===== config.mk =====
export PLATFORM = sky130hd
export DESIGN_NAME = fault_recovery_ctrl
export DESIGN_NICKNAME = d
export VERILOG_FILES = /design/src/rtl/fault_recovery_ctrl.sv
export SDC_FILE = /design/constraint.sdc
export NUM_CORES = 1
export LEC_CHECK = 0
export BUFFER_PORTS_ARGS = -buffer_cell sky130_fd_sc_hd__buf_2
export CAP_MARGIN = 20
export CORE_ASPECT_RATIO = 0.9
export CORE_MARGIN = 1.5
export CORE_UTILIZATION = 55
export DETAILED_ROUTE_END_ITERATION = 10
export PLACE_DENSITY_LB_ADDON = 0.2
export SYNTH_ARGS = -nofsm -noshare
export SYNTH_HDL_FRONTEND = slang
export SYNTH_SLANG_ARGS = --single-unit
export TNS_END_PERCENT = 50

===== constraint.sdc =====
create_clock -name clk -period 2 [get_ports clk]
set_input_delay 0.3 -clock clk [delete_from_list [all_inputs] [get_ports clk]]
set_output_delay 0.3 -clock clk [all_outputs]
set_load 0.03 [all_outputs]

===== src/rtl/fault_recovery_ctrl.sv =====
// -----------------------------------------------------------------------------
// fault_recovery_ctrl
//   Supervisory sequencer for the fault detector protection datapath.
//   It holds the detector in reset, then powers the load with a start-up
//   blanking window. After a shutdown it waits a hold-off time and retries
//   automatically. Too many failed attempts in a row latch a lockout that only
//   an operator acknowledge can clear.
//
// Ports
//   clk            in   system clock
//   rst            in   synchronous, active-high reset
//   enable         in   level, 1 = operate the load, 0 = turn it off
//   det_shutdown   in   shutdown output of the fault detector
//   det_fault      in   fault output of the fault detector
//   clear_lockout  in   1-cycle operator acknowledge of a lockout
//   det_rstn       out  active-low reset to the fault detector
//   power_en       out  load power switch enable
//   blank          out  start-up blanking window active
//   lockout        out  latched lockout indication
//   retry_cnt      out  failed attempts since the last clean period
//   state          out  OFF=0 START=1 SETTLE=2 RUN=3 HOLDOFF=4 LOCKOUT=5
// -----------------------------------------------------------------------------
module fault_recovery_ctrl #(
    parameter int RST_CYC     = 2,
    parameter int BLANK_CYC   = 8,
    parameter int HOLDOFF_CYC = 16,
    parameter int STABLE_CYC  = 64,
    parameter int MAX_RETRY   = 3
) (
    input  logic       clk,
    input  logic       rst,
    input  logic       enable,
    input  logic       det_shutdown,
    input  logic       det_fault,
    input  logic       clear_lockout,
    output logic       det_rstn,
    output logic       power_en,
    output logic       blank,
    output logic       lockout,
    output logic [3:0] retry_cnt,
    output logic [2:0] state
);

    typedef enum logic [2:0] {
        ST_OFF     = 3'd0,
        ST_START   = 3'd1,
        ST_SETTLE  = 3'd2,
        ST_RUN     = 3'd3,
        ST_HOLDOFF = 3'd4,
        ST_LOCKOUT = 3'd5
    } state_t;

    // One shared up-counting timer, sized for the longest interval.
    localparam int MAX_A = (RST_CYC > BLANK_CYC) ? RST_CYC : BLANK_CYC;
    localparam int MAX_B = (MAX_A > HOLDOFF_CYC) ? MAX_A : HOLDOFF_CYC;
    localparam int MAX_C = (MAX_B > STABLE_CYC) ? MAX_B : STABLE_CYC;
    localparam int TW    = $clog2(MAX_C + 1);

    localparam logic [TW-1:0] RST_LAST    = TW'(RST_CYC - 1);
    localparam logic [TW-1:0] BLANK_LAST  = TW'(BLANK_CYC - 1);
    localparam logic [TW-1:0] HOLDOFF_LAST = TW'(HOLDOFF_CYC - 1);
    localparam logic [TW-1:0] STABLE_LAST = TW'(STABLE_CYC - 1);
    localparam logic [TW-1:0] TIMER_ZERO  = TW'(0);
    localparam logic [TW-1:0] TIMER_ONE   = TW'(1);
    localparam logic [3:0]    RETRY_MAX   = 4'(MAX_RETRY);

    // Moore output decode helpers, applied to the next state so the
    // registered outputs always match the state register.
    function automatic logic dec_det_rstn(input state_t s);
        return (s == ST_SETTLE) || (s == ST_RUN);
    endfunction

    function automatic logic dec_power_en(input state_t s);
        return (s == ST_SETTLE) || (s == ST_RUN);
    endfunction

    function automatic logic dec_blank(input state_t s);
        return (s == ST_SETTLE);
    endfunction

    function automatic logic dec_lockout(input state_t s);
        return (s == ST_LOCKOUT);
    endfunction

    state_t        state_r;
    state_t        state_nxt_s;
    logic [TW-1:0] timer_r;
    logic [TW-1:0] timer_nxt_s;
    logic [3:0]    retry_r;
    logic [3:0]    retry_nxt_s;
    logic          det_rstn_r;
    logic          power_en_r;
    logic          blank_r;
    logic          lockout_r;

    // Next-state, timer and retry counter computation.
    always_comb begin
        state_nxt_s = state_r;
        timer_nxt_s = timer_r + TIMER_ONE;
        retry_nxt_s = retry_r;
        if ((state_r != ST_LOCKOUT) && !enable) begin
            // Dropping enable aborts any sequence except a latched lockout.
            state_nxt_s = ST_OFF;
            timer_nxt_s = TIMER_ZERO;
            retry_nxt_s = 4'd0;
        end else begin
            case (state_r)
                ST_OFF: begin
                    // Only reachable here with enable high.
                    state_nxt_s = ST_START;
                    timer_nxt_s = TIMER_ZERO;
                end
                ST_START: begin
                    if (timer_r == RST_LAST) begin
                        state_nxt_s = ST_SETTLE;
                        timer_nxt_s = TIMER_ZERO;
                    end else begin
                        state_nxt_s = ST_START;
                    end
                end
                ST_SETTLE: begin
                    // det_fault is blanked here; only a shutdown counts.
                    if (det_shutdown) begin
                        timer_nxt_s = TIMER_ZERO;
                        if (retry_r == RETRY_MAX) begin
                            state_nxt_s = ST_LOCKOUT;
                        end else begin
                            state_nxt_s = ST_HOLDOFF;
                            retry_nxt_s = retry_r + 4'd1;
                        end
                    end else if (timer_r == BLANK_LAST) begin
                        state_nxt_s = ST_RUN;
                        timer_nxt_s = TIMER_ZERO;
                    end else begin
                        state_nxt_s = ST_SETTLE;
                    end
                end
                ST_RUN: begin
                    // A fault on the same edge as the clean-period expiry wins.
                    if (det_shutdown || det_fault) begin
                        timer_nxt_s = TIMER_ZERO;
                        if (retry_r == RETRY_MAX) begin
                            state_nxt_s = ST_LOCKOUT;
                        end else begin
                            state_nxt_s = ST_HOLDOFF;
                            retry_nxt_s = retry_r + 4'd1;
                        end
                    end else if (timer_r == STABLE_LAST) begin
                        timer_nxt_s = TIMER_ZERO;
                        retry_nxt_s = 4'd0;
                    end else begin
                        state_nxt_s = ST_RUN;
                    end
                end
                ST_HOLDOFF: begin
                    if (timer_r == HOLDOFF_LAST) begin
                        state_nxt_s = ST_START;
                        timer_nxt_s = TIMER_ZERO;
                    end else begin
                        state_nxt_s = ST_HOLDOFF;
                    end
                end
                ST_LOCKOUT: begin
                    timer_nxt_s = TIMER_ZERO;
                    if (clear_lockout) begin
                        state_nxt_s = ST_OFF;
                        retry_nxt_s = 4'd0;
                    end else begin
                        state_nxt_s = ST_LOCKOUT;
                    end
                end
                default: begin
                    state_nxt_s = ST_OFF;
                    timer_nxt_s = TIMER_ZERO;
                    retry_nxt_s = 4'd0;
                end
            endcase
        end
    end

    // State, counters and registered Moore outputs.
    always_ff @(posedge clk) begin
        if (rst) begin
            state_r    <= ST_OFF;
            timer_r    <= TIMER_ZERO;
            retry_r    <= 4'd0;
            det_rstn_r <= 1'b0;
            power_en_r <= 1'b0;
            blank_r    <= 1'b0;
            lockout_r  <= 1'b0;
        end else begin
            state_r    <= state_nxt_s;
            timer_r    <= timer_nxt_s;
            retry_r    <= retry_nxt_s;
            det_rstn_r <= dec_det_rstn(state_nxt_s);
            power_en_r <= dec_power_en(state_nxt_s);
            blank_r    <= dec_blank(state_nxt_s);
            lockout_r  <= dec_lockout(state_nxt_s);
        end
    end

    assign det_rstn  = det_rstn_r;
    assign power_en  = power_en_r;
    assign blank     = blank_r;
    assign lockout   = lockout_r;
    assign retry_cnt = retry_r;
    assign state     = state_r;

endmodule

==> results of run 1 <==
## flip-flops by register name, summed over array words and instances, names as in the netlist
signal     flops
state          3
retry_cnt      4
timer_r        7
blank          1
power_en       1
lockout        1
## layer usage
metal	wire length [um]	global-route usage [%]	up-vias
met2	941	29.9	21
li1	-	-	502
met3	101	6.29	4
met1	1150	29.8	457
met4	16	6.67	0
met5	0	0	-
## worst max path at each step
stage          slack (ps)         start  endpoint
3_5_place_dp          280  retry_cnt[0]   lockout
5_1_grt               140  retry_cnt[0]   lockout
3_3_place_gp          350  retry_cnt[0]   lockout
2_1_floorplan         160  retry_cnt[0]   lockout
4_1_cts               250  retry_cnt[0]   lockout
6_report              260  retry_cnt[0]   lockout
## kinds of logic (layout without fill, tap and decap cells)
group                    after synthesis  after routing
AND/OR/NAND/NOR                       46             46
AO/OA/AOI/OAI                         43             43
flip-flops                            17             17
buffers and inverters                 11             25
XOR/XNOR                               4              4
adder cells (fa/ha/maj)                3              3
## worst max-delay path, stage by stage, from the launching register on
cell and delay, ps:
dfxtp_1 410, ha_1 190, or3b_1 480, nor3_4 270
nor3_2 80, nor4_2 250
## through the flow
stage	cell area, um^2	worst slack, ps
6_report	1190	258
5_1_grt	1190	141
4_1_cts	1190	247
3_5_place_dp	1170	277
3_3_place_gp	1170	347
2_1_floorplan	1090	162
## report_power, final
part	switching, W	total (W)	internal [W]
clock	0.000113	0.000188	0.0000746
sequential	0.00000533	0.000345	0.000340
combinational	0.0000250	0.0000401	0.0000152
## area by class of cell
| cell class | count | area, um^2 | area share [%] |
|---|---|---|---|
| Clock buffer | 3 | 22.5 | 1.89 |
| Inverter | 4 | 15.0 | 1.26 |
| Sequential cell | 17 | 340 | 28.5 |
| Clock inverter | 1 | 5.00 | 0.419 |
| Timing Repair Buffer | 17 | 87.6 | 7.34 |
| Tap cell | 25 | 31.3 | 2.62 |
| Multi-Input combinational cell | 96 | 692 | 58.0 |
## Yosys cell counts, types with 4 or more instances
| library cell | n | share of area (%) |
|---|---|---|
| nor2_1 | 7 | 2.4 |
| a211oi_1 | 7 | 4.8 |
| nand2_1 | 4 | 1.4 |
| nor3_1 | 5 | 2.3 |
| o21ai_0 | 5 | 2.3 |
| nand2b_1 | 4 | 2.3 |
| o21a_1 | 4 | 2.8 |
| a21oi_1 | 7 | 3.2 |
| nand3_1 | 5 | 2.3 |
| dfxtp_1 | 17 | 31 |
| a31oi_1 | 4 | 2.3 |
| nor2b_1 | 4 | 2.3 |
## layout by cell type (no fill, tap or decap), types with 2 or more instances in the layout
| cell type | Yosys | layout |
|---|---|---|
| or3b_1 | 2 | 2 |
| a211oi_1 | 7 | 7 |
| nor2b_1 | 4 | 4 |
| a32oi_1 | 2 | 2 |
| clkbuf_4 | 0 | 3 |
| dfxtp_1 | 17 | 17 |
| buf_2 | 2 | 16 |
| nor2_1 | 7 | 7 |
| a311oi_1 | 2 | 2 |
| nand2_1 | 4 | 4 |
| a21oi_1 | 7 | 7 |
| o21ai_0 | 5 | 5 |
| o21a_1 | 4 | 4 |
| inv_1 | 3 | 3 |
| a211oi_2 | 2 | 2 |
| nor3_2 | 2 | 2 |
| nand3_1 | 5 | 5 |
| a31oi_1 | 4 | 4 |
| ha_1 | 3 | 3 |
| o21ai_1 | 2 | 2 |
| or3_1 | 2 | 2 |
| nand2b_1 | 4 | 4 |
| nor3_1 | 5 | 5 |
| a221oi_1 | 2 | 2 |
| xnor2_1 | 3 | 3 |
==> impl_metrics.env, run 1 <==
export IMPL_hpwl_um=1640
export IMPL_startpoint_type="register"
export IMPL_drcViolationCount=0
export IMPL_syn_avg_cell_area_um2=8.80
export IMPL_yosys_warnings=0
export IMPL_diodes=0
export IMPL_r2r_cells=5
export IMPL_synthAdderAreaFrac_pct=3.44
export IMPL_dp_cells=159
export IMPL_start_util_pct=57.6
export IMPL_crit_type="reg2reg"
export IMPL_fmax_mhz=574
export IMPL_r2r_end="lockout"
export IMPL_ir_drop_mv=0.421
export IMPL_grtUsageTotal_pct=20.8
export IMPL_totalPowerFinal_w=0.000573
export IMPL_rsz0062_at_grt="false"
export IMPL_synthToLayoutAreaGrowth_pct=9.40
export IMPL_maxCapViolCount=0
export IMPL_num_fill_cells=160
export IMPL_overflow=0
export IMPL_arrival_ps=1960
export IMPL_r2r_slack_ps=260
export IMPL_slew_headroom_pct=61.6
export IMPL_p_leak_nw=0.434
export IMPL_cts_tree="yes"
export IMPL_yosys_area_share_simple_pct=27.8
export IMPL_synth_xor_area_share_pct=3.21
export IMPL_p_per_area_nw_per_um2=480
export IMPL_core_area_um2=1900
export IMPL_synthArstFlopShare_pct=0
export IMPL_cts_root_buf="clkbuf_4"
export IMPL_seq_area_frac_synth_pct=31.2
export IMPL_setup_tns_ps=0
export IMPL_drt_iter0_drc=22
export IMPL_die_x_um=50.0
export IMPL_grt_pass1_vias=751
export IMPL_post_cts_repair_setup_buffers=0
export IMPL_grt_pass1_wl_um=3530
export IMPL_layoutNonFillerInstCount=163
export IMPL_fp_dieH_um=45.3
export IMPL_synth_edf_count=0
export IMPL_period_share_pct=87.1
export IMPL_numPortBuffers=16
export IMPL_routed_wl_um=2210
export IMPL_layout_min_cycle_time_ps=1740
export IMPL_clock_sinks=17
export IMPL_viasPerCell=6.04
export IMPL_netlist_area_um2=1090
export IMPL_htreeDepth=1
export IMPL_slew_viol_final=0
export IMPL_synth_cells=124
export IMPL_row_count=15
export IMPL_status="complete, no violations"
export IMPL_clockBufferDepth=2
export IMPL_grt_max_degree=20
export IMPL_path_max_fanout=6
export IMPL_ys_types=46
export IMPL_worstMarginPinSlew_ps=575
export IMPL_drt_pass1_iterations=4
export IMPL_clk_pin_slew_ps=100
export IMPL_finalClockSkew_ps=2.38
export IMPL_synth_top_flop_cell="dfxtp_1"
export IMPL_synth_area_mux_share_pct=0
export IMPL_min_from="rst"
export IMPL_num_io_pins=17
export IMPL_nNetsFinal=148
export IMPL_gp_routability_congestion=0.830
export IMPL_holdPathStages=4
export IMPL_synth_top_family_by_area="compound AO/OA/AOI/OAI gates"
export IMPL_holdBufCountCts=0
export IMPL_synth_nets=133
export IMPL_wl_per_cell_um=13.5
export IMPL_antenna_found_initial=0
export IMPL_cp_required_ps=2220
export IMPL_r2r_start="retry_cnt[0]"
export IMPL_vias=984
export IMPL_cts_inserted_buffers=3
export IMPL_setup_viol=0
export IMPL_fin_util_pct=63.0
export IMPL_synth_compound_area_share_pct=29.0
export IMPL_ys_seq_elements=17
export IMPL_ant_nets=0
export IMPL_end_kind="register"
export IMPL_hold_class="in2reg"
export IMPL_die_area_um2=2260
export IMPL_whs_ps=377
export IMPL_cts_resized_gates=0
export IMPL_hold_end="timer_r[5]"
export IMPL_finalHoldViolations=0
export IMPL_post_route_cells_drive_above_1_share_pct=24.6
export IMPL_clock_latency_ps=300
No activity file was read; power rests on OpenSTA's default activity.
==> inputs of run 2 (changes only) <==
--- a/config.mk
+++ b/config.mk
@@ -5,6 +5,7 @@
 export SDC_FILE = /design/constraint.sdc
 export NUM_CORES = 1
 export LEC_CHECK = 0
+export ABC_AREA = 1
 export BUFFER_PORTS_ARGS = -buffer_cell sky130_fd_sc_hd__buf_2
 export CAP_MARGIN = 20
 export CORE_ASPECT_RATIO = 0.9
==> run 2 against run 1 <==
Compared with the run above:
- sequential power barely moved
- highest routed layer unchanged
- count of clock-buffer cells in the layout grew 1
- largest cell class unchanged
- wire length grew 1.0%
- non-clock buffer count decreased by 1
- utilization grew 5.1 points
- clock power fell by 3%
- critical endpoint unchanged
==> impl_metrics.env, run 2 <==
export IMPL_maxCapViolCount=0
export IMPL_netlist_area_um2=1070
export IMPL_p_per_area_nw_per_um2=473
export IMPL_synth_commonest_cells="nand2_1, nor2_1, inv_1, dfxtp_1, nand3_1"
export IMPL_diodes=0
export IMPL_largest_reg_flops=7
export IMPL_cts_tree="yes"
export IMPL_r2r_start="state[1]"
export IMPL_cts_resized_gates=0
export IMPL_fmax_mhz=634
export IMPL_layoutNonFillerInstCount=207
export IMPL_status="complete, no violations"
export IMPL_slew_headroom_pct=70.8
export IMPL_num_io_pins=17
export IMPL_grt_max_degree=11
export IMPL_yosys_warnings=0
export IMPL_dp_cells=203
export IMPL_path_cells="nor2_1 -> nand2_1 -> inv_1 -> nand2_1 -> nand3_1 -> o21ai_1 -> nor2_1"
export IMPL_regMostFlops="timer_r"
export IMPL_row_count=14
export IMPL_cts_root_buf="clkbuf_4"
export IMPL_post_route_cells_drive_above_1_share_pct=19.1
export IMPL_nNetsFinal=193
export IMPL_path_max_fanout=10
export IMPL_ant_nets=0
export IMPL_hpwl_um=1820
export IMPL_slowest_delay_ps=600
export IMPL_die_area_um2=2220
export IMPL_holdBufCountCts=0
export IMPL_ys_types=21
export IMPL_vias=1031
export IMPL_layout_commonest_cell="nand2_1"
export IMPL_arrival_ps=1770
export IMPL_setup_viol=0
export IMPL_layout_min_cycle_time_ps=1580
export IMPL_grt_pass1_wl_um=3810
export IMPL_period_share_pct=78.8
export IMPL_drcViolationCount=0
export IMPL_numPortBuffers=16
export IMPL_synth_cells=165
export IMPL_grtUsageTotal_pct=22.3
export IMPL_fp_dieH_um=44.9
export IMPL_ff_latch_area_um2=340
export IMPL_num_fill_cells=158
export IMPL_hold_class="in2reg"
export IMPL_die_x_um=49.5
export IMPL_worstMarginPinSlew_ps=438
export IMPL_slew_viol_final=0
export IMPL_wl_per_cell_um=10.8
export IMPL_finalClockSkew_ps=5.14
export IMPL_antenna_found_initial=0
export IMPL_clk_pin_slew_ps=90
export IMPL_worst_path_buf_inv=1
export IMPL_drt_iter0_drc=41
export IMPL_routed_wl_um=2230
export IMPL_clock_latency_ps=290
export IMPL_critPathLaunch="state[1]"
export IMPL_grt_pass1_vias=901
export IMPL_seq_area_frac_synth_pct=31.8
export IMPL_synth_top_flop_cell="dfxtp_1"
export IMPL_crit_type="reg2reg"
export IMPL_ys_top_cells_by_area="dfxtp_1, nand2_1, nor2_1"
export IMPL_ir_drop_mv=0.550
export IMPL_final_cell_mix="nand2_1, nor2_1, inv_1, dfxtp_1, buf_2"
export IMPL_drt_pass1_iterations=4
export IMPL_start_util_pct=61.1
export IMPL_synth_most_common_cell="nand2_1"
export IMPL_syn_avg_cell_area_um2=6.49
export IMPL_core_area_um2=1750
export IMPL_startpoint_type="register"
export IMPL_synthToLayoutAreaGrowth_pct=11.3
export IMPL_yosysTopAreaCellShare_pct=31.8
export IMPL_yosys_area_top_type="dfxtp_1"
export IMPL_gp_routability_congestion=0.824
export IMPL_htreeDepth=1
export IMPL_multi_input_area_um2=618
export IMPL_critPathSlowestCell="dfxtp_1"
export IMPL_cpLargestDelayFamily="simple AND/OR/NAND/NOR gates"
export IMPL_clockBufferDepth=2
export IMPL_post_cts_repair_setup_buffers=0
export IMPL_end_kind="register"
export IMPL_clock_sinks=17
export IMPL_synthArstFlopShare_pct=0
export IMPL_whs_ps=194
export IMPL_cts_inserted_buffers=3
export IMPL_cp_required_ps=2190
export IMPL_overflow=0
export IMPL_synth_edf_count=0
export IMPL_min_from="rst"
export IMPL_finalHoldViolations=0
export IMPL_setup_tns_ps=0
export IMPL_p_leak_nw=0.585
export IMPL_viasPerCell=4.98
export IMPL_ys_seq_elements=17
export IMPL_rsz0062_at_grt="false"
export IMPL_synth_nets=174
[run 2: changes by cell type after synthesis, sizes merged, moves of 4 or more]
cell	change
nand2b	-5
nor3	-7
a211oi	-8
inv	+22
nand3	+10
nand2	+41
nand4	+4
a21oi	-4
nor2	+28
nor2b	-4
o21a	-4
[run 2: worst paths after layout]
path	depth (start not counted)	slack (ps)	endpoint
hold / removal	2	190	state[0]
setup reg to reg	7	420	lockout
hold reg to reg	1	480	timer_r[0]
setup / recovery	7	420	lockout
[run 2: cell type report]
cell class | count | area share [%]
clock buffer | 4 | 2.20
sequential | 17 | 28.5
inverter | 26 | 8.18
tap | 24 | 2.52
multi-input combinational | 120 | 51.8
timing repair buffer | 16 | 6.72
[run 2: report_power, final]
group | leakage [nW] | switching (W) | internal [W]
Combinational | 0.432 | 0.0000248 | 0.0000126
Sequential | 0.137 | 0.00000329 | 0.000340
Clock | 0.0150 | 0.000106 | 0.0000776
[run 2: cells by family after synthesis]
family                     Yosys count  synth area share, %
xor gates and xnor gates             6                 4.91
adders and majority gates            3                 3.51
DFF                                 17                 31.8
AOI/OAI and AO/OA                   11                 7.36
buffers and inverters               28                 10.5
and+or+nand+nor                    100                 41.9
[run 2: per-layer routing]
| metal | up-vias | share of wire (%) | GRT usage (%) |
|---|---|---|---|
| li1 | 547 | - | - |
| met1 | 451 | 47 | 28.1 |
| met2 | 31 | 48 | 39.5 |
| met3 | 2 | 4.9 | 6.29 |
| met4 | 0 | 0.18 | 3.33 |
| met5 | - | 0 | 0 |
[run 2: through the flow]
| step | setup slack (ps) | cell area [um^2] | power [W] | util [%] |
|---|---|---|---|---|
| global placement | 516 | 1170 | 0.000386 | 66.6 |
| global route | 260 | 1190 | 0.000582 | 68.1 |
| CTS | 438 | 1190 | 0.000565 | 68.1 |
| floorplan | 518 | 1070 | 0.000375 | - |
| finish | 423 | 1190 | 0.000564 | 68.1 |
| detailed placement | 458 | 1170 | 0.000388 | 66.6 |
==> inputs of run 3 (changes only) <==
--- a/config.mk
+++ b/config.mk
@@ -5,12 +5,12 @@
 export SDC_FILE = /design/constraint.sdc
 export NUM_CORES = 1
 export LEC_CHECK = 0
-export ABC_AREA = 1
+export ABC_AREA = 0
 export BUFFER_PORTS_ARGS = -buffer_cell sky130_fd_sc_hd__buf_2
 export CAP_MARGIN = 20
 export CORE_ASPECT_RATIO = 0.9
 export CORE_MARGIN = 1.5
-export CORE_UTILIZATION = 55
+export CORE_UTILIZATION = 49
 export DETAILED_ROUTE_END_ITERATION = 10
 export PLACE_DENSITY_LB_ADDON = 0.2
 export SYNTH_ARGS = -nofsm -noshare
==> constraint.sdc (replaced) <==
create_clock -name clk -period 1.4 [get_ports clk]
set_input_delay 0.21 -clock clk [delete_from_list [all_inputs] [get_ports clk]]
set_output_delay 0.21 -clock clk [all_outputs]
set_load 0.03 [all_outputs]
==> run 3 against run 2 <==
Compared with the run above:
- the flow now finishes with violations (negative setup slack)
- sequential share of layout area down 4.5 points
- die area grew 13%
- non-clock buffer count grew 25
- critical endpoint is now timer_r[5]
- largest cell class unchanged
==> impl_metrics.env, run 3 (same netlist as run 1, synthesis figures left out) <==
export IMPL_status="finished, violations left"
export IMPL_violations="negative setup slack"
export IMPL_die_x_um=52.7
export IMPL_start_util_pct=50.9
export IMPL_finalWorstSetupSlack_ps=-51.1
export IMPL_pre_cts_ws_ps=-143
export IMPL_fp_dieH_um=47.8
export IMPL_cp_required_ps=1580
export IMPL_critPathSlowestCell="nor4_4"
export IMPL_layout_min_cycle_time_ps=1450
export IMPL_ir_drop_mv=0.581
export IMPL_largest_reg_flops=7
export IMPL_end_kind="register"
export IMPL_htreeDepth=1
export IMPL_rsz0062_at_grt="true"
export IMPL_slowest_delay_ps=400
export IMPL_placed_area_um2=1360
export IMPL_arrival_ps=1640
export IMPL_crit_type="reg2reg"
export IMPL_drcViolationCount=0
export IMPL_layoutNonFillerInstCount=189
export IMPL_numPortBuffers=16
export IMPL_nNetsFinal=172
export IMPL_clock_sinks=17
export IMPL_diodes=0
export IMPL_num_fill_cells=170
export IMPL_fin_util_pct=70.9
export IMPL_routed_wl_um=2820
export IMPL_die_area_um2=2520
export IMPL_viasPerCell=5.87
export IMPL_finalHoldViolations=0
export IMPL_num_io_pins=17
export IMPL_hpwl_um=1990
export IMPL_clock_latency_ps=290
export IMPL_setup_tns_ps=-364
export IMPL_period_share_pct=104
export IMPL_layout_commonest_cell="buf_4"
export IMPL_drt_iter0_drc=11
export IMPL_worstMarginPinSlew_ps=367
export IMPL_fmax_mhz=689
export IMPL_dp_cells=182
export IMPL_r2r_cells=5
export IMPL_grtUsageTotal_pct=23.9
export IMPL_vias=1109
export IMPL_slew_headroom_pct=75.4
export IMPL_cts_root_buf="clkbuf_4"
export IMPL_maxCapViolCount=0
export IMPL_synthToLayoutAreaGrowth_pct=39.1
export IMPL_antenna_found_initial=0
export IMPL_grt_max_degree=18
export IMPL_overflow=0
export IMPL_core_area_um2=2140
export IMPL_design_area_um2=1520
export IMPL_cts_tree="yes"
export IMPL_p_per_area_nw_per_um2=546
export IMPL_wl_per_cell_um=14.9
export IMPL_grt_pass1_wl_um=4310
export IMPL_ant_nets=0
export IMPL_holdPathStages=3
export IMPL_grt_pass1_vias=988
export IMPL_clk_pin_slew_ps=90
export IMPL_path_max_fanout=5
export IMPL_setup_viol=10
export IMPL_final_cell_mix="buf_4, buf_2, dfxtp_1, a211oi_2, nor2_1"
export IMPL_p_leak_nw=0.581
export IMPL_post_route_cells_drive_above_1_share_pct=53.1
export IMPL_gp_routability_congestion=0.838
export IMPL_cts_inserted_buffers=3
export IMPL_hold_class="in2reg"
export IMPL_regMostFlops="timer_r"
export IMPL_finalClockSkew_ps=3.18
export IMPL_row_count=16
export IMPL_startpoint_type="register"
export IMPL_path_cells="nor4_4 -> a31oi_2 -> o21bai_2 -> buf_6 -> a211oi_2"
export IMPL_slew_viol_final=0
export IMPL_clockBufferDepth=2
export IMPL_drt_pass1_iterations=4
[run 3: cell types whose count changed in the layout (fill, tap and decap cells not counted), moves of 4 or more]
cell      previous run  this run
nand2_1             43         4
nor2_1              30         6
buf_4                0        23
inv_1               22         3
dfxtp_1             17         7
nand3_1             13         5
a211oi_2             1         6
dfxtp_2              0         5
dfxtp_4              0         5
nor3_1               0         5
nand2b_1             0         4
nand4_1              4         0
[run 3: final timing paths]
path	start	to	slack, ps
max	timer_r[5]	timer_r[5]	-50
min reg2reg	timer_r[0]	timer_r[0]	530
min	rst	retry_cnt[0]	260
max reg2reg	timer_r[5]	timer_r[5]	-50
[run 3: per-stage QoR]
step / hold slack [ps] / power, W
final: 263 / 0.000829
after global routing: 266 / 0.000862
after CTS: 296 / 0.000823
after detailed placement: 480 / 0.000568
after global placement: 465 / 0.000567
after floorplan: 408 / 0.000537
[run 3: worst max-delay path: cells and delay by family, from the launching register on]
family          cells  cell delay (ps)
compound gates      3              410
simple gates        1              400
flops               1              370
buf+inv             1              150
[run 3: routing by layer]
metal,vias to the layer above,GRT usage [%],share of wire (%)
met3,6,6.88,4.3
met4,0,5.64,1.4
met5,-,0,0
met2,32,41.8,50
li1,550,-,-
met1,521,29.5,45
[run 3: area by class of cell]
cell class / instances / area, um^2 / area share [%]
clock buffers: 4 / 26.3 / 1.73
inverters: 4 / 15.0 / 0.989
multi-input cells: 96 / 793 / 52.3
flip-flops and latches: 17 / 365 / 24.1
well taps: 27 / 33.8 / 2.23
repair buffers: 41 / 284 / 18.7
[run 3: report_power, final]
part	total [W]	switching (W)	leakage, nW	internal [W]
Combinational	0.0000771	0.0000434	0.422	0.0000337
Clock	0.000266	0.000155	0.0150	0.000111
Sequential	0.000486	0.00000914	0.144	0.000477
[run 3: what timing repair did]
item / in CTS / in global routing
hold buffers: 0 / 0
pin swaps: 13 / 7
resized for setup: 23 / 8
setup buffers: 2 / 1
endpoints found under the setup margin: 14 / 17
